===== src/rtl/tensor_pkg.sv =====
`default_nettype none
// ============================================================================
//  Module      : tensor_pkg
//  Description : Shared geometry, address widths and load-sequencer state
//                encoding for the 8x8x3 activation tensor.
//  Revision    : 1.0 - initial release
// ============================================================================
package tensor_pkg;

    localparam int TENSOR_ROWS  = 8;
    localparam int TENSOR_COLS  = 8;
    localparam int TENSOR_CHANS = 3;
    localparam int TENSOR_ELEMS = TENSOR_ROWS * TENSOR_COLS * TENSOR_CHANS;

    localparam int ROW_W = 3;
    localparam int COL_W = 3;
    localparam int CHA_W = 2;

    // Final index of each dimension; the frame ends at (ROW_LAST, COL_LAST, CHA_LAST)
    localparam logic [ROW_W-1:0] ROW_LAST = ROW_W'(TENSOR_ROWS - 1);
    localparam logic [COL_W-1:0] COL_LAST = COL_W'(TENSOR_COLS - 1);
    localparam logic [CHA_W-1:0] CHA_LAST = CHA_W'(TENSOR_CHANS - 1);

    typedef enum logic [1:0] {
        IDLE  = 2'd0,
        LOAD  = 2'd1,
        DRAIN = 2'd2,
        FULL  = 2'd3
    } tload_state_t;

endpackage
`default_nettype wire


===== src/rtl/hwc_addr_counter.sv =====
`default_nettype none
// ============================================================================
//  Module      : hwc_addr_counter
//  Description : Nested HWC element counter. Channel runs fastest, then
//                column, then row. 'last' flags the final element of a frame.
//                'clr' has priority over 'inc'.
//  Revision    : 1.0 - initial release
// ============================================================================
module hwc_addr_counter
    import tensor_pkg::*;
(
    input  logic             clk,
    input  logic             rst,
    input  logic             inc,
    input  logic             clr,
    output logic [ROW_W-1:0] row,
    output logic [COL_W-1:0] col,
    output logic [CHA_W-1:0] cha,
    output logic             last
);

    logic row_last;
    logic col_last;
    logic cha_last;

    assign row_last = (row == ROW_LAST);
    assign col_last = (col == COL_LAST);
    assign cha_last = (cha == CHA_LAST);
    assign last     = row_last && col_last && cha_last;

    // Advance channel, carrying into column and row; the row wraps at frame end
    always_ff @(posedge clk or negedge rst) begin
        if (!rst) begin
            row <= '0;
            col <= '0;
            cha <= '0;
        end else if (clr) begin
            row <= '0;
            col <= '0;
            cha <= '0;
        end else if (inc) begin
            if (cha_last) begin
                cha <= '0;
                if (col_last) begin
                    col <= '0;
                    if (row_last) begin
                        row <= '0;
                    end else begin
                        row <= row + 1'b1;
                    end
                end else begin
                    col <= col + 1'b1;
                end
            end else begin
                cha <= cha + 1'b1;
            end
        end
    end

endmodule
`default_nettype wire


===== src/rtl/tensor_load_ctrl.sv =====
`default_nettype none
// ============================================================================
//  Module      : tensor_load_ctrl
//  Description : Fills the 8x8x3 activation tensor from a valid/ready pixel
//                stream in HWC order, drives write address/data to
//                tensor_builder, and holds the finished tensor until the
//                consumer acknowledges it.
//                Optional feature macro: TENSOR_LOAD_CTRL_CNT_EN adds the
//                16-bit completed-frame counter output 'frame_cnt'.
//  Revision    : 1.0 - initial release
// ============================================================================
module tensor_load_ctrl
    import tensor_pkg::*;
#(
    parameter int WIDTH = 17
)(
    input  logic             clk,
    input  logic             rst,
    input  logic             start,
    input  logic             abort,
    input  logic             cont,
    input  logic             s_valid,
    input  logic [WIDTH-1:0] s_data,
    output logic             s_ready,
    output logic [ROW_W-1:0] row_addr,
    output logic [COL_W-1:0] col_addr,
    output logic [CHA_W-1:0] cha_addr,
    output logic [WIDTH-1:0] data_out,
    output logic             tensor_valid,
    input  logic             tensor_ack,
    output logic             busy
`ifdef TENSOR_LOAD_CTRL_CNT_EN
    ,
    output logic [15:0]      frame_cnt
`endif
);

    tload_state_t     state;
    tload_state_t     state_next;

    logic             accept;
    logic             cnt_clr;
    logic             cnt_last;
    logic [ROW_W-1:0] cnt_row;
    logic [COL_W-1:0] cnt_col;
    logic [CHA_W-1:0] cnt_cha;

    // Handshake only while loading; s_ready is a pure state decode
    assign accept  = s_valid && s_ready;
    // Counters restart whenever the sequencer heads back to IDLE (abort or ack)
    assign cnt_clr = (state_next == IDLE);

    hwc_addr_counter u_cnt (
        .clk  (clk),
        .rst  (rst),
        .inc  (accept),
        .clr  (cnt_clr),
        .row  (cnt_row),
        .col  (cnt_col),
        .cha  (cnt_cha),
        .last (cnt_last)
    );

    // State register
    always_ff @(posedge clk or negedge rst) begin
        if (!rst) begin
            state <= IDLE;
        end else begin
            state <= state_next;
        end
    end

    // Next-state and Moore outputs; abort overrides every other request
    always_comb begin
        state_next   = state;
        s_ready      = 1'b0;
        tensor_valid = 1'b0;
        busy         = 1'b1;
        case (state)
            IDLE: begin
                busy = 1'b0;
                if (start) begin
                    state_next = LOAD;
                end
            end
            LOAD: begin
                s_ready = 1'b1;
                if (accept && cnt_last) begin
                    state_next = DRAIN;
                end
            end
            DRAIN: begin
                // Lets the builder capture the final element before FULL
                state_next = FULL;
            end
            FULL: begin
                tensor_valid = 1'b1;
                if (tensor_ack) begin
                    state_next = cont ? LOAD : IDLE;
                end
            end
            default: begin
                state_next = IDLE;
            end
        endcase
        if (abort) begin
            state_next = IDLE;
        end
    end

    // Write port to the builder: updated only by an accepted element, held otherwise
    always_ff @(posedge clk or negedge rst) begin
        if (!rst) begin
            row_addr <= '0;
            col_addr <= '0;
            cha_addr <= '0;
            data_out <= '0;
        end else if (accept) begin
            row_addr <= cnt_row;
            col_addr <= cnt_col;
            cha_addr <= cnt_cha;
            data_out <= s_data;
        end
    end

`ifdef TENSOR_LOAD_CTRL_CNT_EN
    // Completed-frame counter: counts DRAIN->FULL, survives abort, wraps naturally
    always_ff @(posedge clk or negedge rst) begin
        if (!rst) begin
            frame_cnt <= '0;
        end else if ((state == DRAIN) && (state_next == FULL)) begin
            frame_cnt <= frame_cnt + 16'd1;
        end
    end
`endif

endmodule
`default_nettype wire


===== config.mk =====
export PLATFORM = sky130hd
export DESIGN_NAME = tensor_load_ctrl
export DESIGN_NICKNAME = d
export VERILOG_FILES = /design/src/rtl/tensor_pkg.sv /design/src/rtl/hwc_addr_counter.sv /design/src/rtl/tensor_load_ctrl.sv
export SDC_FILE = /design/constraint.sdc
export NUM_CORES = 1
export LEC_CHECK = 0
export BUFFER_PORTS_ARGS = -buffer_cell sky130_fd_sc_hd__buf_2
export CAP_MARGIN = 15
export CORE_ASPECT_RATIO = 1.25
export CORE_UTILIZATION = 52
export CTS_BUF_LIST = sky130_fd_sc_hd__clkbuf_4 sky130_fd_sc_hd__clkbuf_8 sky130_fd_sc_hd__clkbuf_16
export DETAILED_ROUTE_END_ITERATION = 6
export PLACE_DENSITY_LB_ADDON = 0.1
export SKIP_LAST_GASP = 1
export SLEW_MARGIN = 0
export SYNTH_ARGS = -nofsm -noshare
export SYNTH_HDL_FRONTEND = slang
export SYNTH_SLANG_ARGS = --single-unit
export TNS_END_PERCENT = 1

===== constraint.sdc =====
create_clock -name clk -period 2.8 [get_ports clk]
set_clock_uncertainty 0.15 [all_clocks]
set_input_delay 0.28 -clock clk [delete_from_list [all_inputs] [get_ports clk]]
set_output_delay 0.28 -clock clk [all_outputs]
set_load 0.005 [all_outputs]

==> qor.yml <==
dieArea_um2: 3088
antenna_found_initial: 0
worstPathRequired_ns: 2.91
total_power_w: 0.0009989
grt_start_max_net_pins: 38
finalHoldViolCount: 0
synth_area_leaders: "dfrtp_1, nand2_1, ha_1"
dpl_cell_area_um2: 1760
tightest_slew_ns: 0.7508
hold_buffers: 18
max_freq_ghz: 0.5429
drive_gt1_share_pct: 26.41
place_congestion: 0.7399
intPower_w: 0.0007424
numCtsBuffers: 5
grt_pass1_vias: 1249
drc: 0
synth_top_family_by_area: "simple AND/OR/NAND/NOR gates"
synth.avg_cell_area_um2: 9.206
synth.largest_area_cell: "dfrtp_1"
tns_ns: 0
clockPowerShare_pct: 27.3
vdd_drop_max_mv: 0.4236
startpoint_type: "flip-flop"
synth_xor_area_share_pct: 0
synth_most_common_cell: "nand2_1"
cts_resized: 0
synth_common_cells: "nand2_1, dfrtp_1, a21oi_1, o21ai_0, buf_2"
synth_seq_area_share_pct: 58.72
syn_inst: 162
post-cts-setup-buffers: 0
sequentialPowerShare_pct: 57.1
syn_area_um2: 1491
clk_latency_ns: 0.33
synth.distinct_cells: 25
synthMuxAreaShare_pct: 0
critical_path_class: "flip-flop to flip-flop"
yosys_warnings: 0
ys.flop_type: "dfrtp_1"
ioPinCount: 52
grt_pass1_wl_mm: 5.244
relSlewSlack_pct: 49.95
synth_compound_area_share_pct: 6.376
setup_viol: 0
cts.path.max_buffers: 2
rows: 21
nets: 259
wl_met1_mm: 1.340
end_kind: "flip-flop"
combPwrFrac_pct: 15.5
firstDrtPassIters: 4
period_needed_ns: 1.842
htreeDepth: 2
cts_tree: "done"
fin_crit_sh_pct: 65.79
cts_root_buffer: "clkbuf_4"
port_buffers: 51
viasPerCell: 4.955
min_path_type: "primary input to flip-flop"
place_hpwl_mm: 2.077
ys_seq_elements: 35
route.met3.wl_um: 117
coreArea_um2: 2706
synthArstFlopShare_pct: 100.0
final_max_slew_viol_count: 0
die_h_um: 61.88
area_delta_synth_final_pct: 33.89
top_layer: "met4"
synth-simple-area-share_pct: 28.61
met2_length_mm: 1.719
syn_nets: 190
drt-initial-drc-count: 34
wl_per_cell_um: 12.19
cp_data_arrival_time_ns: 1.96
p_leak_nw: 1.130
cp_max_fo: 37
power.density_nw_per_um2: 500.2
antenna-diode-count: 0
clk_pin_slew_ns: 0.10
vias: 1313
status: "finished, final reports clean"
cts.sink_count: 35
rsz0062_at_grt: "false"
synth_edf_count: 0
p_switching_w: 0.0002565
drt-total-wl_mm: 3.231
synthAdderAreaFrac_pct: 3.356
synth_top_area_share_pct: 58.72
fp.dieW_um: 49.90
drtAntennaViolNets: 0
switching_share_pct: 25.68
maxCapViolCount: 0
grtUsageTotal_pct: 23.44
stdcell_area_um2: 1997
grt-ovfl-total: 0
fin_util_pct: 73.79
initial_core_util_pct: 55.11
whs_ns: 0.003257
cell usage in the layout (no fill, tap or decap):
| master | n |
|---|---|
| nand2_1 | 78 |
| buf_2 | 51 |
| dfrtp_1 | 35 |
| dlygate4sd3_1 | 18 |
| a21oi_1 | 8 |
| o21ai_0 | 6 |
| clkbuf_4 | 5 |
| ha_1 | 4 |
| or4_1 | 3 |
| and3b_1 | 2 |
| nand3_1 | 2 |
| nand3b_1 | 2 |
| and2_1 | 1 |
| nor2b_1 | 1 |
| inv_1 | 1 |
| nor3_1 | 1 |
| a311o_1 | 1 |
| a31oi_1 | 1 |
| a32oi_1 | 1 |
| nor2_1 | 1 |
| or2_1 | 1 |
| nand3b_4 | 1 |
| or3_1 | 1 |
| nand2b_1 | 1 |
| inv_2 | 1 |
| nand4b_1 | 1 |
| clkbuf_8 | 1 |
| clkinv_2 | 1 |
| buf_4 | 1 |
area by class of cell:
type / count / area (um^2)
repair buffers: 70 / 442.9
clock inverters: 1 / 5.005
clock buffers: 6 / 51.30
multi-input cells: 117 / 571.8
inverters: 2 / 7.507
well taps: 34 / 42.54
fillers: 212 / 709.4
flip-flops and latches: 35 / 875.8
cell families (layout without fill, tap and decap cells):
| kind of cell | count (synthesis) | count (layout) |
|---|---|---|
| adders and majority gates | 4 | 4 |
| buffers and inverters | 10 | 79 |
| and+or+nand+nor | 96 | 96 |
| DFF | 35 | 35 |
| AOI/OAI and AO/OA | 17 | 17 |
flip-flops by register name, summed over array words and instances, names as in the netlist:
register,count
cha_addr,2
state,2
col_addr,3
row_addr,3
u_cnt.cha,2
u_cnt.row,3
data_out,17
u_cnt.col,3
worst max-delay path, stage by stage, from the launching register on:
cell and delay [ns]:
dfrtp_1 0.46, nand3b_4 0.42, or4_1 0.59, a21oi_1 0.15
per-layer routing:
| layer | vias up | global-route usage [%] |
|---|---|---|
| met3 | 7 | 5.109 |
| li1 | 662 | - |
| met2 | 38 | 42.86 |
| met5 | - | 0 |
| met1 | 606 | 26.51 |
| met4 | 0 | 11.02 |
worst paths after layout:
kind | start | to | slack [ns] | depth (start not counted)
worst min register to register | data_out[16] | data_out[16] | 0.33 | 2
max in group asynchronous | rst | data_out[2] | 1.62 | 2
worst min-delay path | s_data[1] | data_out[1] | 0.003 | 3
worst max-delay path | state[1] | u_cnt.row[0] | 0.96 | 3
min in group asynchronous | rst | data_out[10] | 0.40 | 2
worst max register to register | state[1] | u_cnt.row[0] | 0.96 | 3
per-stage QoR:
step	cells	setup slack (ns)
2_1_floorplan	162	1.170
3_3_place_gp	240	1.071
3_5_place_dp	240	0.9791
4_1_cts	265	0.9553
5_1_grt	265	0.8373
6_report	265	0.9579
power groups by stage:
stage	Sequential, W	Combinational, W	Clock [W]
after floorplan	0.000585	0.0000547	0
after global placement	0.000578	0.000133	0
after detailed placement	0.000581	0.000138	0
after CTS	0.000571	0.000157	0.000280
after global routing	0.000576	0.000177	0.000296
final	0.000571	0.000155	0.000273
Power figures use the tool's default switching activity.
